--- config.mk ---
export PLATFORM = sky130hd
export DESIGN_NAME = gte_mac_unit
export DESIGN_NICKNAME = d
export VERILOG_FILES = /design/src/rtl/gte_mac_unit.sv
export SDC_FILE = /design/constraint.sdc
export NUM_CORES = 2
export LEC_CHECK = 0
export ABC_AREA = 1
export CORE_ASPECT_RATIO = 2
export CORE_UTILIZATION = 30
export CTS_BUF_LIST = sky130_fd_sc_hd__clkbuf_4
export CTS_CLUSTER_DIAMETER = 60
export DETAILED_ROUTE_END_ITERATION = 16
export PLACE_DENSITY_LB_ADDON = 0.1
export SYNTH_ARGS = -nofsm -noshare
export SYNTH_HDL_FRONTEND = slang
export SYNTH_SLANG_ARGS = --single-unit
--- constraint.sdc ---
create_clock -name i_clk -period 10.3 [get_ports i_clk]
set_input_delay 1.03 -clock i_clk [delete_from_list [all_inputs] [get_ports i_clk]]
set_output_delay 1.03 -clock i_clk [all_outputs]
set_load 0.05 [all_outputs]
--- src/rtl/gte_mac_unit.sv ---
// Three-lane signed 16x16 multiply-accumulate stage: 44-bit wrapping accumulator, optional >>>12, IR clamp.
// Define GTE_MAC_FLAGS_EN to generate MAC overflow / IR saturation flags; otherwise o_flags reads 0.

module gte_mac_lane #(
    parameter int ACC_W = 44,
    parameter int MAC_W = 32
) (
    input  logic               clk,
    input  logic               nRst,
    input  logic               beat,
    input  logic signed [15:0] mulA,
    input  logic signed [15:0] mulB,
    input  logic signed [31:0] add,
    input  logic               pVld,
    input  logic               pStart,
    input  logic               pAddEn,
    input  logic               aLast,
    input  logic               aSf,
    input  logic               rVld,
    input  logic               rLm,
    output logic [MAC_W-1:0]   mac,
    output logic [15:0]        ir
`ifdef GTE_MAC_FLAGS_EN
    ,
    output logic [2:0]         flags
`endif
);
`ifdef GTE_MAC_FLAGS_EN
    localparam int SUM_W = ACC_W + 4;
`else
    // Without flags the guard bits would never be looked at; the low bits wrap identically.
    localparam int SUM_W = ACC_W;
`endif
    localparam logic signed [ACC_W-1:0] IR_MAX = ACC_W'(32767);
    localparam logic signed [ACC_W-1:0] IR_MIN = ACC_W'(-32768);

    logic signed [31:0]      pProd, pAdd;
    logic signed [ACC_W-1:0] acc, shifted, irLo;
    logic signed [SUM_W-1:0] base, sum;
    logic                    hiSat, loSat;
    logic [15:0]             irVal;

    always_comb begin
        base  = pAddEn ? (SUM_W'(pAdd) <<< 12) : '0;
        sum   = (pStart ? base : SUM_W'(acc)) + SUM_W'(pProd);
        irLo  = rLm ? '0 : IR_MIN;
        hiSat = shifted > IR_MAX;
        loSat = shifted < irLo;
        irVal = hiSat ? 16'h7FFF : (loSat ? irLo[15:0] : shifted[15:0]);
    end

    always_ff @(posedge clk) begin
        if (!nRst) begin
            pProd   <= '0;
            pAdd    <= '0;
            acc     <= '0;
            shifted <= '0;
            mac     <= '0;
            ir      <= '0;
        end else begin
            if (beat) begin
                pProd <= 32'(mulA) * 32'(mulB);
                pAdd  <= add;
            end
            if (pVld)  acc     <= sum[ACC_W-1:0];
            if (aLast) shifted <= aSf ? (acc >>> 12) : acc;
            if (rVld) begin
                mac <= shifted[MAC_W-1:0];
                ir  <= irVal;
            end
        end
    end

`ifdef GTE_MAC_FLAGS_EN
    logic posC, negC, accPos, accNeg, rPos, rNeg;

    // Sum leaves the signed ACC_W range when the guard bits disagree with the top accumulator bit.
    assign posC = ~sum[SUM_W-1] & (|sum[SUM_W-2:ACC_W-1]);
    assign negC =  sum[SUM_W-1] & ~(&sum[SUM_W-2:ACC_W-1]);

    always_ff @(posedge clk) begin
        if (!nRst) begin
            accPos <= 1'b0;
            accNeg <= 1'b0;
            rPos   <= 1'b0;
            rNeg   <= 1'b0;
            flags  <= '0;
        end else begin
            if (pVld) begin
                accPos <= posC | (accPos & ~pStart);
                accNeg <= negC | (accNeg & ~pStart);
            end
            if (aLast) begin
                rPos <= accPos;
                rNeg <= accNeg;
            end
            if (rVld) flags <= {rPos, rNeg, hiSat | loSat};
        end
    end
`endif
endmodule

module gte_mac_unit #(
    parameter int ACC_W = 44,
    parameter int MAC_W = 32
) (
    input  logic                  i_clk,
    input  logic                  i_nRst,
    input  logic                  i_valid,
    input  logic                  i_start,
    input  logic                  i_last,
    input  logic                  i_sf,
    input  logic                  i_lm,
    input  logic [2:0][15:0]      i_mulA,
    input  logic [2:0][15:0]      i_mulB,
    input  logic                  i_addEn,
    input  logic [2:0][31:0]      i_add,
    output logic                  o_valid,
    output logic [2:0][MAC_W-1:0] o_mac,
    output logic [2:0][15:0]      o_ir,
    output logic [8:0]            o_flags
);
    localparam int NUM_LANES = 3;
    localparam int STAGES    = 2;

    logic               pVld, pStart, pLast, pSf, pLm, pAddEn, aSf, aLm, rLm;
    logic [STAGES:0]    vldPipe;  // [0] last beat accumulated, [1] shifted, [2] result out

    always_ff @(posedge i_clk) begin
        if (!i_nRst) begin
            pVld    <= 1'b0;
            pStart  <= 1'b0;
            pLast   <= 1'b0;
            pSf     <= 1'b0;
            pLm     <= 1'b0;
            pAddEn  <= 1'b0;
            aSf     <= 1'b0;
            aLm     <= 1'b0;
            rLm     <= 1'b0;
            vldPipe <= '0;
        end else begin
            pVld <= i_valid;
            if (i_valid) begin
                pStart <= i_start;
                pLast  <= i_last;
                pSf    <= i_sf;
                pLm    <= i_lm;
                pAddEn <= i_addEn;
            end
            vldPipe <= {vldPipe[STAGES-1:0], pVld & pLast};
            if (pVld & pLast) begin
                aSf <= pSf;
                aLm <= pLm;
            end
            if (vldPipe[0]) rLm <= aLm;
        end
    end

    assign o_valid = vldPipe[STAGES];

`ifdef GTE_MAC_FLAGS_EN
    logic [NUM_LANES-1:0][2:0] laneFlags;
`endif

    for (genvar n = 0; n < NUM_LANES; n++) begin : gLane
        gte_mac_lane #(.ACC_W(ACC_W), .MAC_W(MAC_W)) uLane (
            .clk    (i_clk),
            .nRst   (i_nRst),
            .beat   (i_valid),
            .mulA   (i_mulA[n]),
            .mulB   (i_mulB[n]),
            .add    (i_add[n]),
            .pVld   (pVld),
            .pStart (pStart),
            .pAddEn (pAddEn),
            .aLast  (vldPipe[0]),
            .aSf    (aSf),
            .rVld   (vldPipe[1]),
            .rLm    (rLm),
            .mac    (o_mac[n]),
            .ir     (o_ir[n])
`ifdef GTE_MAC_FLAGS_EN
            ,
            .flags  (laneFlags[n])
`endif
        );
    end

`ifdef GTE_MAC_FLAGS_EN
    always_comb begin
        o_flags = '0;
        for (int n = 0; n < NUM_LANES; n++) begin
            o_flags[6+n] = laneFlags[n][2];
            o_flags[3+n] = laneFlags[n][1];
            o_flags[n]   = laneFlags[n][0];
        end
    end
`else
    assign o_flags = '0;
`endif
endmodule
==> flow_summary.ini <==
[outcome]
status = completed

[worst_setup_path]
regToRegStartpoint = pStart
arrival_ps = 7710
r2r_slack_ps = 5670
reg2reg_to = gLane[1].uLane.acc[35]
cp_cell_sequence = clkdlybuf4s50_1 -> nand2_1 -> fa_1 -> inv_1 -> fa_1 -> fa_1 -> fa_1 -> fa_1 -> inv_1 -> fa_1 -> inv_1 -> ha_1 -> nand2_1 -> nor3_1 -> nand4_1 -> nand3_1 -> nor2_1 -> o21ai_0 -> nand2_1 -> inv_1
cpPeakStageDelay_ps = 1020
path_class = input port to flop
timing.critical_path.buf_inv = 5
worstSetupStartpointType = input port
worst_setup_path_end_kind = flop
critical_path.top_delay_family = adder cells
cp_max_fo = 16
crit_slowest_cell = clkdlybuf4s50_1
cp_common_cell = fa_1
required_ps = 11230
rr_worst_depth = 12

[synthesis]
syn_avg_cell_area_um2 = 6.98
synthDistinctLibCells = 53
yosysMostFrequentCell = nand2_1
synthArstFlopShare = 0
synth_seq_cells = 612
syn_area_um2 = 67500
ys_top_cells_by_area = fa_1 23%, dfxtp_1 18%, nand2_1 12%
synth_top_cell_by_area = fa_1
syn_inst = 9663
seq_area_frac_synth = 0.182
synthTopCellsByCount = 2,105 x nand2_1, 2,068 x inv_1, 824 x nor2_1, 789 x fa_1, 701 x a21oi_1
yosys_warnings = 0
yosys_most_used_dff = dfxtp_1
yosysTopAreaCellShare = 0.234
synth_edf_count = 0

[clocking]
htreeDepth = 4
cts_resized = 0
clkTransAtPathRegs_ps = 70
clockBufferDepth = 4
clk_latency_ps = 1090
cts_sinks = 612
cts_buffers = 152
holdBufCountCts = 0
cts_tree = done
postCtsSetupRepairBufs = 0
cts_root_buf = clkbuf_4

[floorplan]
core_area_um2 = 223000
die_y_um = 673
initial_core_util = 0.302
die-area_um2 = 227000
fp.dieW_um = 337
io_pins = 354
rows = 245

[sta]
worst_clock_skew_ps = 115
finalSetupTns_ps = 0
maxSlewHeadroom = 0.264
min_period_over_period = 0.658
hold_slack_ps = 315
setup_viol = 0
drv_slew = 0
min_period_ps = 6780
rsz0062_at_grt = no
max_slew.worst_pin.slew_ps = 1090
fmax_mhz = 147
final_hold_viol_count = 0

[hold_path]
min_to = vldPipe[1]
hold_depth = 3
min_from = i_nRst
min_path_type = input port to flop

[global_routing]
antenna_found_initial = 10
grt_overflow_total = 0
grt_max_degree = 135
grt_first_pass_wirelength_mm = 388
first_global_vias = 64700
grtUsageTotal = 0.223

[final_layout]
fillers = 24700
nNetsFinal = 11200
drive_above_1_share = 0.0341
area_growth_pct = 11.2
fin_util = 0.336

[drt]
first_pass_iters = 6
drc = 0
ant_nets = 0
vias = 61300
drt_iter0_drc = 3089
via_per_inst = 4.78
wl_per_cell_um = 19.8
wl_mm = 254

[placement]
hpwl_mm = 206
place_congestion = 0.962
portBuffers = 344

[job]
maxCapViolCount = 0

[power_and_ir_drop]
vdd_drop_max_v = 0.000302
p_leak_nw = 39.7
p_total_mw = 27.3
powerDensity_nw_per_um2 = 364
==> layout by cell type (no fill, tap or decap), drive strengths merged, types with 42 or more instances in the layout <==
master,n
nand2,2111
clkbuf,210
a21oi,713
nor2,825
fa,789
dfxtp,612
nand3,449
inv,2072
nor3,45
nand4,110
o21ai,678
clkdlybuf4s50,342
buf,42
ha,459
xor2,91
==> report_power, final <==
group / internal, mW / switching, mW / total, mW
logic: 7.77 / 14.5 / 22.3
registers: 2.62 / 0.271 / 2.90
clock network: 1.03 / 1.09 / 2.13
==> kinds of logic (layout without fill, tap and decap cells) <==
logic type	count (synthesis)	after routing	synth area share
AO/OA/AOI/OAI	1580	1580	0.126
other	1	13	0.0000556
flip-flops	612	612	0.182
buffers and inverters	2518	2697	0.142
XOR/XNOR	123	123	0.0160
AND/OR/NAND/NOR	3581	3581	0.215
adder cells (fa/ha/maj)	1248	1248	0.319
==> sequential cells by signal, summed over array words and instances, names as in the netlist, 3 cells and up <==
name                 flops
gLane.uLane.pAdd        96
gLane.uLane.pProd       96
gLane.uLane.acc        132
vldPipe                  3
gLane.uLane.ir          48
gLane.uLane.mac         96
gLane.uLane.shifted    132
==> layout make-up <==
cell class,instances,area (um2),area share
Inverter,2071,7790,0.104
Timing Repair Buffer,384,3760,0.0501
Sequential cell,612,12300,0.164
Clock inverter,32,233,0.00310
Tap cell,2964,3710,0.0494
Multi-Input combinational cell,6541,45700,0.609
Clock buffer,210,1580,0.0210
Antenna cell,4,10.0,0.000133
==> layer usage <==
metal	global-route usage	routed length, um
met5	0	22
met4	0.0951	11200
met3	0.0173	8250
met2	0.409	130000
met1	0.263	104000
==> tightest hold or removal path: stages <==
cell,delay [ps]
buf_8,160
nand2_1,100
inv_1,30
==> worst max-delay path by stage <==
stage,from,end,depth (start not counted)
after floorplan,i_mulB[21],gLane[1].uLane.pProd[31],26
after global placement,i_mulB[4],gLane[0].uLane.pProd[25],20
after detailed placement,i_mulA[15],gLane[0].uLane.pProd[25],20
after CTS,i_mulA[15],gLane[0].uLane.pProd[25],20
after global routing,i_mulB[4],gLane[0].uLane.pProd[25],20
final,i_mulB[4],gLane[0].uLane.pProd[25],20
==> per-stage QoR <==
step / area [um2] / std cells / worst slack (ps)
final: 75100 / 12800 / 3520
after global routing: 75000 / 12800 / 3090
after floorplan: 67500 / 9671 / 3990
after CTS: 75000 / 12800 / 3600
after detailed placement: 73200 / 12600 / 2480
after global placement: 73200 / 12600 / 2560
Power figures use the tool's default switching activity.
